File: src/rtl/digit_serial_adder.sv
// Digit-serial adder/subtractor: consumes DIGIT bits of each operand per clock,
// LSB first, and presents the WIDTH-bit result with carry-out and signed overflow.
module digit_serial_adder #(
  parameter int WIDTH = 32,
  parameter int DIGIT = 8
) (
  input  logic             clk,
  input  logic             reset,
  input  logic             start,
  input  logic [WIDTH-1:0] x,
  input  logic [WIDTH-1:0] y,
  input  logic             cin,
  input  logic             sub,
  output logic             busy,
  output logic             done,
  output logic [WIDTH-1:0] sum,
  output logic             cout,
  output logic             ovf
);

  // WIDTH must be a multiple of DIGIT; N digits make up one operand.
  localparam int N  = WIDTH / DIGIT;
  localparam int CW = (N > 1) ? $clog2(N) : 1;
  localparam logic [CW-1:0] LASTCNT = CW'(N - 1);

  typedef enum logic [1:0] {IDLE, RUN, DONE} state_t;

  state_t           state;
  state_t           statenext;
  logic [WIDTH-1:0] xreg;
  logic [WIDTH-1:0] yreg;
  logic [WIDTH-1:0] psum;
  logic [WIDTH-1:0] psumnext;
  logic             carry;
  logic [CW-1:0]    cnt;
  logic [DIGIT-1:0] dsum;
  logic             dcarry;
  logic             lastdigit;
  logic             msbcarryin;
  logic             accept;

  // Operand registers shift right, so the active digit always sits in the low DIGIT bits.
  assign {dcarry, dsum} = {1'b0, xreg[DIGIT-1:0]} + {1'b0, yreg[DIGIT-1:0]}
                          + {{DIGIT{1'b0}}, carry};
  assign lastdigit  = (cnt == LASTCNT);
  assign msbcarryin = dsum[DIGIT-1] ^ xreg[DIGIT-1] ^ yreg[DIGIT-1];
  assign accept     = start && (state != RUN);

  // Partial sums enter from the top so the final digit lands in the MSBs.
  generate
    if (N == 1) begin : g_single
      assign psumnext = dsum;
    end else begin : g_multi
      assign psumnext = {dsum, psum[WIDTH-1:DIGIT]};
    end
  endgenerate

  always_comb begin
    statenext = state;
    case (state)
      IDLE, DONE: statenext = start ? RUN : IDLE;
      RUN:        statenext = lastdigit ? DONE : RUN;
      default:    statenext = IDLE;
    endcase
  end

  assign busy = (state == RUN);
  assign done = (state == DONE);

  always_ff @(posedge clk) begin
    if (reset) begin
      state <= IDLE;
      xreg  <= '0;
      yreg  <= '0;
      psum  <= '0;
      carry <= 1'b0;
      cnt   <= '0;
      sum   <= '0;
      cout  <= 1'b0;
      ovf   <= 1'b0;
    end else begin
      state <= statenext;
      if (accept) begin
        // Subtraction is x + ~y + 1, so the inversion and carry tweak happen at capture.
        xreg  <= x;
        yreg  <= sub ? ~y : y;
        carry <= cin ^ sub;
        cnt   <= '0;
      end else if (state == RUN) begin
        xreg  <= xreg >> DIGIT;
        yreg  <= yreg >> DIGIT;
        psum  <= psumnext;
        carry <= dcarry;
        cnt   <= cnt + CW'(1);
        if (lastdigit) begin
          sum  <= psumnext;
          cout <= dcarry;
          ovf  <= msbcarryin ^ dcarry;
        end
      end
    end
  end

endmodule

File: config.mk
export PLATFORM = sky130hd
export DESIGN_NAME = digit_serial_adder
export DESIGN_NICKNAME = d
export VERILOG_FILES = /design/src/rtl/digit_serial_adder.sv
export SDC_FILE = /design/constraint.sdc
export NUM_CORES = 1
export LEC_CHECK = 0
export BUFFER_PORTS_ARGS = -buffer_cell sky130_fd_sc_hd__buf_2
export CORE_MARGIN = 2
export CORE_UTILIZATION = 30
export CTS_BUF_LIST = sky130_fd_sc_hd__clkbuf_16
export CTS_CLUSTER_SIZE = 24
export DETAILED_ROUTE_END_ITERATION = 7
export RECOVER_POWER = 100
export SLEW_MARGIN = 20
export SYNTH_ARGS = -nofsm -noshare
export SYNTH_HDL_FRONTEND = slang
export SYNTH_SLANG_ARGS = --single-unit
File: constraint.sdc
create_clock -name clk -period 2.33 [get_ports clk]
set_clock_uncertainty 0.2 [all_clocks]
set_input_delay 0.3495 -clock clk [delete_from_list [all_inputs] [get_ports clk]]
set_output_delay 0.3495 -clock clk [all_outputs]
set_load 0.02 [all_outputs]
==> results, run 1 <==
- The slew at the pin with the worst max-slew slack is 0.7870 ns.
- After synthesis, the share of flip-flops with an asynchronous set or reset is 0%.
- The wire length of the first global-routing pass is 22.20 mm.
- During I/O placement, the number of pins put on the boundary was 105.
- Counting flops and latches in the post-synthesis netlist gives 127.
- The Yosys step of the flow raised 0 warnings.
- The most crowded layer after global routing is met2.
- Measured against its own limit, the worst slew margin works out to 47.53%.
- The number of antenna diodes in the final layout is 0.
- The power density normalized to cell area is 829.6 nW/µm².
- The total congestion overflow is 0.
- Clock-pin slew was measured on the worst setup and hold paths at 0.06 ns.
- TritonCTS built the clock tree.
- After floorplanning, the core was sized to cover 18,020 µm².
- The synthesized netlist devotes 2.531% of its cell area to adder and majority cells.
- The first routing iteration left 280 violations.
- The fraction of the yosys area taken by sequential cells is 45.91%.
- After layout, the design draws a total of 5.836 mW.
- The final hold violation count is 0.
- STA classifies the critical path startpoint as a register.
- The number of global-route vias before repair is 4,310.
- The number of antenna violations at the first check in global routing is 0.
- Summed over all cells, the static leakage comes to 2.680 nW.
- The number of routed nets with antenna violations is 0.
- Data on the critical path is required at its endpoint by 2.45 ns.
- The total iterations of the first detailed-routing run is 4.
- The vertical die dimension is 139.9 µm.
- The met2 track utilization from global routing is 21.13%.
- The dominant synthesized flop cell is sky130_fd_sc_hd__dfxtp_1.
- The run finished with clean final reports.
- The tightest min-delay check is of the input port to register type.
- In the layout the commonest cells are sky130_fd_sc_hd__nand2_1 (156), sky130_fd_sc_hd__dfxtp_1 (124), sky130_fd_sc_hd__a21oi_1 (83).
- The number of buffers and inverters on the critical path is 2.
- The cell class contributing the biggest share of worst-path delay is compound AO/OA/AOI/OAI gates.
- The largest net degree at the start of global routing is 104.
- The overall track demand over capacity in global routing is 13.93%.
- The critical setup path kind is register to register.
- The number of rows created at floorplan is 49.
- The clock reaches the later pin of the worst-skew pair after 0.41 ns.
- The count of pins over their slew limit came to 0.
- The tool flagged a number of max-cap violations equal to 0.
- Setup repair after global routing could not meet its margin everywhere.
- Global routing consumed, on the met3 layer, 3.648% of the routing resources.
- The finished layout holds 995 standard cells, fillers aside.
- The post-synthesis net count is 737.
- The critical-path maximum fanout is 3.
- The average vias per placed instance is 4.659.
- Clock tree synthesis inserted a total of 17 buffers.
- The signal on the critical path passes through fa_2 > buf_6 > a211oi_4 > o2111ai_2 > a221oi_4 > buf_4 > nand2_1 > a21oi_1.
- Dividing the detail-routed wire length by the instance count gives 13.72 µm.
- The clock net sink count is 127.
- The simple-gate share of the synthesized area is 16.40%.
- Based on the critical path, the design can be clocked at up to 442.3 MHz.
- Relative to the synthesized area, the layout overhead comes to 27.04%.
- By area, the combinational part of the netlist is dominated by compound AO/OA/AOI/OAI gates.
- The library cell contributing the largest single delay on the critical path is sky130_fd_sc_hd__fa_2.
- The die covers 19,560 µm².
- The H-tree generated during clock tree synthesis spans 4 levels.
- The maximum clock path buffer count is 2.
- The share of cell area taken by muxes after synthesis is 5.784%.
- The number of enable flip-flop cells after synthesis is 0.
- The XOR/XNOR share of the synthesized area is 6.010%.
- The worst hold slack is 0.03078 ns.
- The share of the clock period used by the worst path after layout is 97.03%.
- Counting I/O delays and the setup requirement, the final critical path takes 2.261 ns.
- The floorplan die width is 139.9 µm.
- The synthesized netlist devotes 18.66% of its cell area to compound gates.
- In this design, the stage delay of the slowest critical-path cell is 0.40 ns.
- STA classifies the critical path endpoint as a register.
- Synthesis handed over a netlist of 658 instances.
- The number of buffer cells added on primary ports is 104.
- The final route contains 4,636 vias.
- The endpoint arrival time on the critical path is 2.38 ns.
- The DRC violation count after routing is 0.
- The final layout contains routed wiring with a total length of 13.65 mm.
- The cell area after synthesis is 5538 µm².
- The routability congestion estimate from global placement is 0.8647.
- A synthesized cell averages 8.416 µm².
- Including well taps, the total number of placed cells is 954.
- The final layout contains 833 nets.
- Leaving out fill and tap cells, the most frequent cell in the layout is sky130_fd_sc_hd__nand2_1.
- The share of layout cells above drive strength 1 is 17.89%.
- The detailed placer's ending HPWL is 9.045 mm.
- The total setup violations reported at the end of the flow is 0.
- Once the floorplan was initialized, standard cells occupied 30.72% of the core.
- The number of different library cells used by synthesis comes to 44.
- The worst supply voltage drop on vdd is 0.5483 mV.
- Cells fill 39.03% of the core in the end.
- The clock root buffer is sky130_fd_sc_hd__clkbuf_16.
- In the global route stage, met1 resource usage came out at 19.63%.
[state kept, by name, summed over array words and instances (netlist names)]
signal / cells
cout: 1
sum: 32
psum: 24
state: 2
carry: 1
ovf: 1
cnt: 2
xreg: 32
yreg: 32
[worst reg2reg max path: stages, from the launching register on]
cell	delay (ns)
sky130_fd_sc_hd__dfxtp_2	0.33
sky130_fd_sc_hd__fa_2	0.40
sky130_fd_sc_hd__buf_6	0.14
sky130_fd_sc_hd__a211oi_4	0.22
sky130_fd_sc_hd__o2111ai_2	0.18
sky130_fd_sc_hd__a221oi_4	0.37
sky130_fd_sc_hd__buf_4	0.17
sky130_fd_sc_hd__nand2_1	0.05
sky130_fd_sc_hd__a21oi_1	0.12
[power by group]
group,internal [mW],total (mW),switching (mW)
sequential,2.29,2.37,0.0756
clock,1.79,2.77,0.982
combinational,0.310,0.701,0.391
[cell families after synthesis]
| family | count (synthesis) |
|---|---|
| AND/OR/NAND/NOR | 227 |
| buffers and inverters | 61 |
| multiplexers | 32 |
| XOR/XNOR | 38 |
| flip-flops | 127 |
| AO/OA/AOI/OAI | 163 |
| adder cells (fa/ha/maj) | 10 |
[synth_stat cells, drive strengths merged (2+ instances only)]
cell type / n / area [µm²]
a2111oi: 2 / 17.52
a211oi: 37 / 287.8
a21oi: 84 / 420.4
a311o: 2 / 20.02
and2: 2 / 13.77
and3: 3 / 21.27
buf: 23 / 107.6
clkbuf: 29 / 118.9
dfxtp: 127 / 2542
fa: 2 / 40.04
ha: 8 / 100.1
inv: 9 / 33.78
mux2i: 32 / 320.3
nand2: 157 / 591.8
nand2b: 2 / 12.51
nand4: 2 / 12.51
nor2: 54 / 205.2
o211ai: 27 / 202.7
o21ai: 4 / 20.02
xnor2: 36 / 315.3
xor2: 2 / 17.52
[layer usage]
metal,wire (µm),part of all wire (%)
met3,591,4.3
met1,6789,50
met5,0,0
met2,6104,45
met4,166,1.2
[path summary, 6_finish.rpt]
check / start / cells past startpoint / slack (ns) / endpoint
max: carry$_SDFFE_PP0P_ / 8 / 0.07 / sum[31]$_SDFFE_PP0P_
min: y[25] / 3 / 0.03 / yreg[25]$_SDFFE_PP0P_
max reg2reg: carry$_SDFFE_PP0P_ / 8 / 0.07 / sum[31]$_SDFFE_PP0P_
min reg2reg: psum[14]$_SDFFE_PP0P_ / 2 / 0.25 / sum[6]$_SDFFE_PP0P_
[stage by stage]
step	setup slack (ns)	setup TNS, ns	cell area, µm²
6_report	0.06914	0	7036
5_1_grt	-0.01801	-0.02193	7036
4_1_cts	0.03260	0	7039
3_5_place_dp	-0.06125	-0.1252	6294
3_3_place_gp	0.01591	0	6294
2_1_floorplan	0.07389	0	5538
[layout make-up]
| cell class | count | area [µm²] |
|---|---|---|
| Inverter | 9 | 33.78 |
| Sequential cell | 127 | 2546 |
| Fill cell | 1921 | 10990 |
| Tap cell | 229 | 286.5 |
| Multi-Input combinational cell | 470 | 2810 |
| Timing Repair Buffer | 129 | 740.7 |
| Clock buffer | 17 | 425.4 |
| Clock inverter | 14 | 192.7 |
[what timing repair did]
item | CTS | global route
setup buffers | 0 | 1
endpoints found under the setup margin | 3 | 6
pin swaps | 0 | 6
hold buffers | 9 | 0
resized for setup | 10 | 9
endpoints found under the hold margin | 10 | 0
(Power assumes the default switching activity.)
==> run 2, diff against run 1 <==
==> constraint.sdc (replaced) <==
create_clock -name clk -period 2.33 [get_ports clk]
set_clock_uncertainty 0.2 [all_clocks]
set_input_delay 0.3495 -clock clk [delete_from_list [all_inputs] [get_ports clk]]
set_output_delay 0.3495 -clock clk [all_outputs]
set_load 0.005 [all_outputs]
==> run 2 against run 1 <==
Routed wire length about the same. Worst setup slack got worse by 0.046 ns. Core utilization decreased by 0.40 points. Highest routed layer unchanged.
==> results, run 2 (synthesized netlist as in run 1, its figures left out) <==
- The cell class contributing the biggest share of worst-path delay was compound AO/OA/AOI/OAI gates (unchanged).
- The top routing layer in use is met4 (unchanged).
- The aggregate routed wire length is 13.65 mm (about the same).
- The max-capacitance violation count is 0 (unchanged).
- The final hold violation count is 0 (unchanged).
- The overall track demand over capacity in global routing was 13.90% (was 13.93%).
- The beginning of the worst register-to-register path is carry$_SDFFE_PP0P_ (unchanged).
- The vertical die dimension came to 139.9 µm (unchanged).
- The detailed placer's ending HPWL is 9.133 mm (was 9.045 mm).
- The worst supply voltage drop on vdd is 0.4839 mV (was 0.5483 mV).
- Outcome: finished clean (unchanged).
- The number of levels the H-tree was split into is 4 (unchanged).
- The number of routed nets with antenna violations is 0 (unchanged).
- The slew at the pin with the worst max-slew slack is 0.5972 ns (was 0.7870 ns).
- The floorplan die width is 139.9 µm (unchanged).
- The end point of the worst hold path is yreg[31]$_SDFFE_PP0P_ (was yreg[25]$_SDFFE_PP0P_).
- The number of clock buffers inserted by TritonCTS is 17 (unchanged).
- The detailed router's first-iteration violation count came to 245 (was 280).
- The most common library cell in the layout ignoring fill and taps is sky130_fd_sc_hd__nand2_1 (unchanged).
- The library cell contributing the largest single delay on the critical path is sky130_fd_sc_hd__fa_2 (unchanged).
- The average vias per placed instance came to 4.677 (was 4.659).
- The total congestion overflow came to 0 (unchanged).
- The routability congestion estimate from global placement is 0.8846 (was 0.8647).
- The number of cells on the worst hold path is 3 (unchanged).
- The largest net degree at the start of global routing is 104 (unchanged).
- The count of vias placed by the detailed router is 4,654 (was 4,636).
- The number of buffer cells added on primary ports is 104 (unchanged).
- The instance area at placement is 6301 µm² (was 6294 µm²).
- The routed length on met1 came to 6.610 mm (was 6.789 mm).
- The maximum clock path buffer count is 2 (unchanged).
- The worst hold-check path type is input port to register (unchanged).
- The total iterations of the first detailed-routing run was 4 (unchanged).
- The internal reg-to-reg setup slack is 0.02 ns (was 0.07 ns).
- The DRC violation count after routing came to 0 (unchanged).
- The antenna diode count is 0 (unchanged).
- The boundary pin count is 105 (unchanged).
- The logic depth of the worst register-to-register path is 8 (unchanged).
- The number of rows created at floorplan is 49 (unchanged).
- The largest incremental delay on the critical path was 0.40 ns (about the same).
- The initial core utilization came to 30.72% (unchanged).
- The launch instance of the worst min-delay path is y[31] (was y[25]).
- Most frequent cells in the layout: sky130_fd_sc_hd__nand2_1 (154), sky130_fd_sc_hd__dfxtp_1 (124), sky130_fd_sc_hd__a21oi_1 (81) (was sky130_fd_sc_hd__nand2_1 (156), sky130_fd_sc_hd__dfxtp_1 (124), sky130_fd_sc_hd__a21oi_1 (83)).
- The detailed route wirelength on metal3 is 615 µm (was 591 µm).
- The share of layout cells above drive strength 1 is 19.06% (was 17.89%).
- The wire length of the first global-routing pass is 21.86 mm (was 22.20 mm).
- The critical setup path kind is register to register (unchanged).
- The source-to-sink clock delay at the later pin of the worst-skew pair is 0.42 ns (was 0.41 ns).
- The number of antenna violations at the first check in global routing is 1 (was 0).
- The capturing point of the worst reg2reg path is psum[31]$_SDFFE_PP0P_ (was sum[31]$_SDFFE_PP0P_).
- The relative max-transition margin is 60.09% (was 47.53%).
- The clock net sink count was 127 (unchanged).
- The type of destination of the critical path is a register (unchanged).
- The clock transition at the registers of the reported paths is 0.06 ns (about the same).
- The CTS tree is built (unchanged).
- The layout net count was 832 (was 833).
- The endpoint arrival time on the critical path is 2.45 ns (was 2.38 ns).
- The number of buffers inserted to repair setup after CTS is 0 (unchanged).
- The core area is 18,020 µm² (unchanged).
- The number of global-route vias before repair came to 4,245 (was 4,310).
- The count of buffering cells on the critical path with inverters included is 2 (unchanged).
- Setup repair after global routing missed its margin: true (unchanged).
- The startpoint type of the worst setup path is a register (unchanged).
- Cells along the critical path: fa_2 > buf_6 > a211oi_4 > o2111ai_2 > a221oi_4 > buf_4 > nand2_2 > a21oi_2 (was fa_2 > buf_6 > a211oi_4 > o2111ai_2 > a221oi_4 > buf_4 > nand2_1 > a21oi_1).
- Largest registers: sum: 32 flops, xreg: 32 flops, yreg: 32 flops (unchanged).
- The die area is 19,560 µm² (unchanged).
- The area of all placed cells without fillers is 6964 µm² (was 7036 µm²).
- The clock root buffer is sky130_fd_sc_hd__clkbuf_16 (unchanged).
- The clock period minus worst slack is 2.307 ns (was 2.261 ns).
- The standby leakage power is 2.689 nW (was 2.680 nW).
- The routed wire length on met2 is 6.229 mm (was 6.104 mm).
- The average routed wire per standard cell came to 13.72 µm (about the same).
- The post-layout total power was 5.450 mW (was 5.836 mW).
- The power density normalized to cell area was 782.6 nW/µm² (was 829.6 nW/µm²).
- The total setup violations reported at the end of the flow is 0 (unchanged).
- The share of the clock period used by the worst path after layout is 99.01% (was 97.03%).
- The maximum frequency from static timing analysis was 433.5 MHz (was 442.3 MHz).
- The relative area change from synthesis to final layout is 25.76% (was 27.04%).
- The count of pins over their slew limit came to 0 (unchanged).
- The required time of the critical path is 2.48 ns (was 2.45 ns).
- The critical-path maximum fanout is 3 (unchanged).
-- run 2: cell types whose count changed in the layout (fill, tap and decap cells not counted), sizes merged --
cell | before | now
bufinv | 4 | 1
dlygate4sd3 | 9 | 8
clkinv | 5 | 9
buf | 82 | 95
clkbuf | 55 | 42
-- run 2: repair_timing --
item / 4_1_cts / 5_1_grt
pin swaps: 5 / 6
hold endpoints to repair: 8 / 0
hold buffers: 8 / 0
setup endpoints to repair: 4 / 5
gates resized for setup: 7 / 14
-- run 2: where the power goes --
group / internal [mW] / switching, mW
registers: 2.29 / 0.0740
clock network: 1.43 / 0.943
logic: 0.309 / 0.398
-- run 2: worst max-delay path by stage --
stage	from	endpoint	slack, ns	cells after the start
after floorplan	xreg[0]$_SDFFE_PP0P_	psum[30]$_SDFFE_PP0P_	0.07	8
after global placement	xreg[0]$_SDFFE_PP0P_	sum[30]$_SDFFE_PP0P_	0.009	8
after detailed placement	xreg[0]$_SDFFE_PP0P_	psum[30]$_SDFFE_PP0P_	-0.05	8
after CTS	xreg[0]$_SDFFE_PP0P_	ovf$_SDFFE_PP0P_	-0.006	8
after global routing	carry$_SDFFE_PP0P_	sum[31]$_SDFFE_PP0P_	-0.08	8
final	carry$_SDFFE_PP0P_	psum[31]$_SDFFE_PP0P_	0.02	8
-- run 2: cell type report --
| cell class | count | area (µm²) |
|---|---|---|
| sequential | 127 | 2546 |
| multi-input combinational | 470 | 2819 |
| tap | 229 | 286.5 |
| inverter | 9 | 33.78 |
| clock buffer | 17 | 425.4 |
| fill | 1870 | 11060 |
| timing repair buffer | 128 | 748.2 |
| clock inverter | 15 | 105.1 |
-- run 2: tightest hold or removal path: cells and delay by family --
kind,cells,cell delay (ns)
AO/OA/AOI/OAI,1,0.06
buffers and inverters,1,0.08
XOR/XNOR,1,0.10
-- run 2: through the flow --
step / cells / setup WS (ns) / TNS [ns] / hold slack [ns] / util [%]
after floorplan: 658 / 0.07389 / 0 / 0.2321 / -
after global placement: 955 / 0.008695 / 0 / 0.2401 / 34.96
after detailed placement: 955 / -0.04585 / -0.08104 / 0.2412 / 34.96
after CTS: 995 / -0.005601 / -0.005601 / 0.009838 / 38.50
after global routing: 995 / -0.08489 / -0.2905 / 0.01889 / 38.64
final: 995 / 0.02304 / 0 / 0.02186 / 38.64
-- run 2: routing by layer --
layer | up-vias | global-route usage (%)
met5 | - | 0
met2 | 104 | 21.03
met4 | 0 | 5.632
li1 | 2443 | -
met1 | 2096 | 18.83
met3 | 11 | 3.682
==> run 3, diff against run 2 <==
--- a/config.mk
+++ b/config.mk
@@ -7,11 +7,12 @@
 export LEC_CHECK = 0
 export BUFFER_PORTS_ARGS = -buffer_cell sky130_fd_sc_hd__buf_2
 export CORE_MARGIN = 2
-export CORE_UTILIZATION = 30
+export CORE_UTILIZATION = 47
 export CTS_BUF_LIST = sky130_fd_sc_hd__clkbuf_16
 export CTS_CLUSTER_SIZE = 24
 export DETAILED_ROUTE_END_ITERATION = 7
-export RECOVER_POWER = 100
+export PLACE_DENSITY = 0.72
+export RECOVER_POWER = 25
 export SLEW_MARGIN = 20
 export SYNTH_ARGS = -nofsm -noshare
 export SYNTH_HDL_FRONTEND = slang
==> run 3 against run 2 <==
Sequential cell count did not move. First-iteration DRC count increased by 20%. Clock power is 4% lower. Critical path depth rose by 1. Critical endpoint is now ovf$_SDFFE_PP0P_. Cell count fell by 8.4%. Maximum frequency rose by 0.32%.
==> results, run 3 (synthesized netlist as in run 1, its figures left out) <==
- The type of destination of the critical path is a register (unchanged).
- The standby leakage power was 2.776 nW (was 2.689 nW).
- The detailed router's first-iteration violation count is 294 (was 245).
- The end point of the worst hold path is xreg[26]$_SDFFE_PP0P_ (was yreg[31]$_SDFFE_PP0P_).
- Outcome: finished clean (unchanged).
- The average vias per placed instance is 5.237 (was 4.677).
- The vertical die dimension is 112.5 µm (was 139.9 µm).
- The endpoint arrival time on the critical path came to 2.39 ns (was 2.45 ns).
- The maximum clock path buffer count is 2 (unchanged).
- Largest registers: sum: 32 flops, xreg: 32 flops, yreg: 32 flops (unchanged).
- Setup repair after global routing missed its margin: true (unchanged).
- The startpoint type of the worst setup path is a register (unchanged).
- The detailed placer's ending HPWL was 8.742 mm (was 9.133 mm).
- The capturing point of the worst reg2reg path is ovf$_SDFFE_PP0P_ (was psum[31]$_SDFFE_PP0P_).
- The clock root buffer is sky130_fd_sc_hd__clkbuf_16 (unchanged).
- The share of total power in combinational logic was 13.0% (about the same).
- The total congestion overflow was 0 (unchanged).
- The core area is 11,470 µm² (was 18,020 µm²).
- The worst supply voltage drop on vdd came to 0.5731 mV (was 0.4839 mV).
- The power spent charging and discharging nets is 1.333 mW (was 1.415 mW).
- The count of vias placed by the detailed router is 4,771 (was 4,654).
- The beginning of the worst register-to-register path is carry$_SDFFE_PP0P_ (unchanged).
- The most common library cell in the layout ignoring fill and taps is sky130_fd_sc_hd__nand2_1 (unchanged).
- The proportion of power drawn by flip-flops and latches is 44.3% (was 43.4%).
- The routability congestion estimate from global placement is 0.8674 (was 0.8846).
- The CTS tree was built (unchanged).
- The floorplan die width is 112.5 µm (was 139.9 µm).
- The initial core utilization is 48.29% (was 30.72%).
- The clock power share is 42.7% (was 43.6%).
- The required time of the critical path is 2.42 ns (was 2.48 ns).
- The critical-path maximum fanout is 3 (unchanged).
- The final hold violation count is 0 (unchanged).
- The clock period minus worst slack is 2.300 ns (was 2.307 ns).
- The largest net degree at the start of global routing was 104 (unchanged).
- Cells along the critical path: fa_2 > buf_4 > a211oi_4 > buf_4 > o211a_1 > a221oi_2 > buf_4 > nor4_2 > nor3b_2 (was fa_2 > buf_6 > a211oi_4 > o2111ai_2 > a221oi_4 > buf_4 > nand2_2 > a21oi_2).
- The largest incremental delay on the critical path came to 0.40 ns (about the same).
- The count of buffering cells on the critical path with inverters included was 3 (was 2).
- The average routed wire per standard cell is 14.06 µm (was 13.72 µm).
- The number of routed nets with antenna violations is 0 (unchanged).
- The max-capacitance violation count is 0 (unchanged).
- The internal power of the cells is 4.015 mW (was 4.035 mW).
- The worst hold slack came to 0.01411 ns (was 0.02186 ns).
- The count of pins over their slew limit came to 0 (unchanged).
- The layout net count was 834 (was 832).
- The clock net sink count is 127 (unchanged).
- The library cell contributing the largest single delay on the critical path is sky130_fd_sc_hd__fa_2 (unchanged).
- The die area is 12,670 µm² (was 19,560 µm²).
- The worst hold-check path type is input port to register (unchanged).
- The slew at the pin with the worst max-slew slack was 0.5980 ns (was 0.5972 ns).
- The share of layout cells above drive strength 1 is 21.35% (was 19.06%).
- The power density normalized to cell area is 781.6 nW/µm² (was 782.6 nW/µm²).
- The clock transition at the registers of the reported paths is 0.05 ns (was 0.06 ns).
- The wire length of the first global-routing pass is 21.00 mm (was 21.86 mm).
- The number of buffer cells added on primary ports is 104 (unchanged).
- The final core utilization was 59.67% (was 38.64%).
- The relative area change from synthesis to final layout is 23.57% (was 25.76%).
- The switching power as a share of total power is 24.93% (was 25.97%).
- The number of global-route vias before repair is 4,585 (was 4,245).
- The DRC violation count after routing is 0 (unchanged).
- The pre-CTS setup slack was -0.04973 ns (was -0.04585 ns).
- The worst-case setup margin in the final layout came to 0.03040 ns (was 0.02304 ns).
- The share of the clock period used by the worst path after layout came to 98.70% (was 99.01%).
- The internal reg-to-reg setup slack was 0.03 ns (was 0.02 ns).
- The launching element of the worst setup path is carry$_SDFFE_PP0P_ (unchanged).
- The most numerous cell type found on the critical path is sky130_fd_sc_hd__buf_4.
- The number of rows created at floorplan was 39 (was 49).
- The number of clock buffers inserted by TritonCTS is 17 (unchanged).
- The launch instance of the worst min-delay path is x[26] (was y[31]).
- The maximum frequency from static timing analysis is 434.9 MHz (was 433.5 MHz).
- The boundary pin count is 105 (unchanged).
- The antenna diode count is 0 (unchanged).
- The logic depth of the worst register-to-register path is 9 (was 8).
- The cell class contributing the biggest share of worst-path delay is buffers and inverters (was compound AO/OA/AOI/OAI gates).
- The number of cells on the worst hold path was 3 (unchanged).
- The total iterations of the first detailed-routing run is 4 (unchanged).
- The aggregate routed wire length is 12.81 mm (was 13.65 mm).
- Most frequent cells in the layout: sky130_fd_sc_hd__nand2_1 (156), sky130_fd_sc_hd__dfxtp_1 (124), sky130_fd_sc_hd__buf_2 (93) (was sky130_fd_sc_hd__nand2_1 (154), sky130_fd_sc_hd__dfxtp_1 (124), sky130_fd_sc_hd__a21oi_1 (81)).
- The total setup violations reported at the end of the flow came to 0 (unchanged).
- The relative max-transition margin is 60.13% (was 60.09%).
- The number of antenna violations at the first check in global routing is 0 (was 1).
- The overall track demand over capacity in global routing is 20.39% (was 13.90%).
- The critical setup path kind is register to register (unchanged).
- The source-to-sink clock delay at the later pin of the worst-skew pair is 0.41 ns (was 0.42 ns).
- The number of levels the H-tree was split into was 4 (unchanged).
[run 3: area by class of cell]
class | instances | area (µm²)
Clock buffer | 17 | 425.4
Clock inverter | 15 | 88.84
Fill cell | 1031 | 4624
Inverter | 9 | 33.78
Multi-Input combinational cell | 470 | 2818
Sequential cell | 127 | 2546
Tap cell | 143 | 178.9
Timing Repair Buffer | 130 | 752.0
[run 3: worst max-delay path by stage]
stage               slack (ns)                     to  depth (start not counted)
detailed placement       -0.05   sum[31]$_SDFFE_PP0P_                          8
finish                    0.03       ovf$_SDFFE_PP0P_                          9
CTS                      -0.04  psum[30]$_SDFFE_PP0P_                          8
floorplan                 0.07  psum[30]$_SDFFE_PP0P_                          8
global route             -0.07  psum[30]$_SDFFE_PP0P_                          8
global placement          0.04   sum[30]$_SDFFE_PP0P_                          8
[run 3: routing by layer]
layer	global-route usage (%)	part of all wire, %
met5	0	0
met4	7.642	1.7
met3	4.860	5.0
met2	34.53	49
met1	25.23	44
[run 3: repair_timing]
action | in CTS | in global routing
setup buffers | 2 | 1
cloned | 0 | 0
hold buffers | 7 | 0
resized for setup | 4 | 16
endpoints found under the setup margin | 5 | 6
hold endpoints to repair | 7 | 0
pin swaps | 2 | 8
[run 3: tightest hold or removal path, delay by kind of cell]
kind | cells | cell delay [ns]
buffers and inverters | 1 | 0.07
muxes | 1 | 0.06
and+or+nand+nor | 1 | 0.10
[run 3: per-stage QoR]
stage	TNS, ns	std cells	power [mW]	area [µm²]
after floorplan	0	658	2.859	5538
after global placement	0	869	3.037	6168
after detailed placement	-0.1872	869	3.058	6168
after CTS	-0.07130	910	5.371	6784
after global routing	-0.1690	911	5.577	6843
final	0	911	5.348	6843
[run 3: power groups by stage]
stage | Clock [mW] | Combinational (mW) | Sequential, mW
floorplan | 0 | 0.474 | 2.39
global route | 2.42 | 0.776 | 2.38
global placement | 0 | 0.632 | 2.41
detailed placement | 0 | 0.649 | 2.41
CTS | 2.33 | 0.675 | 2.37
finish | 2.29 | 0.693 | 2.37
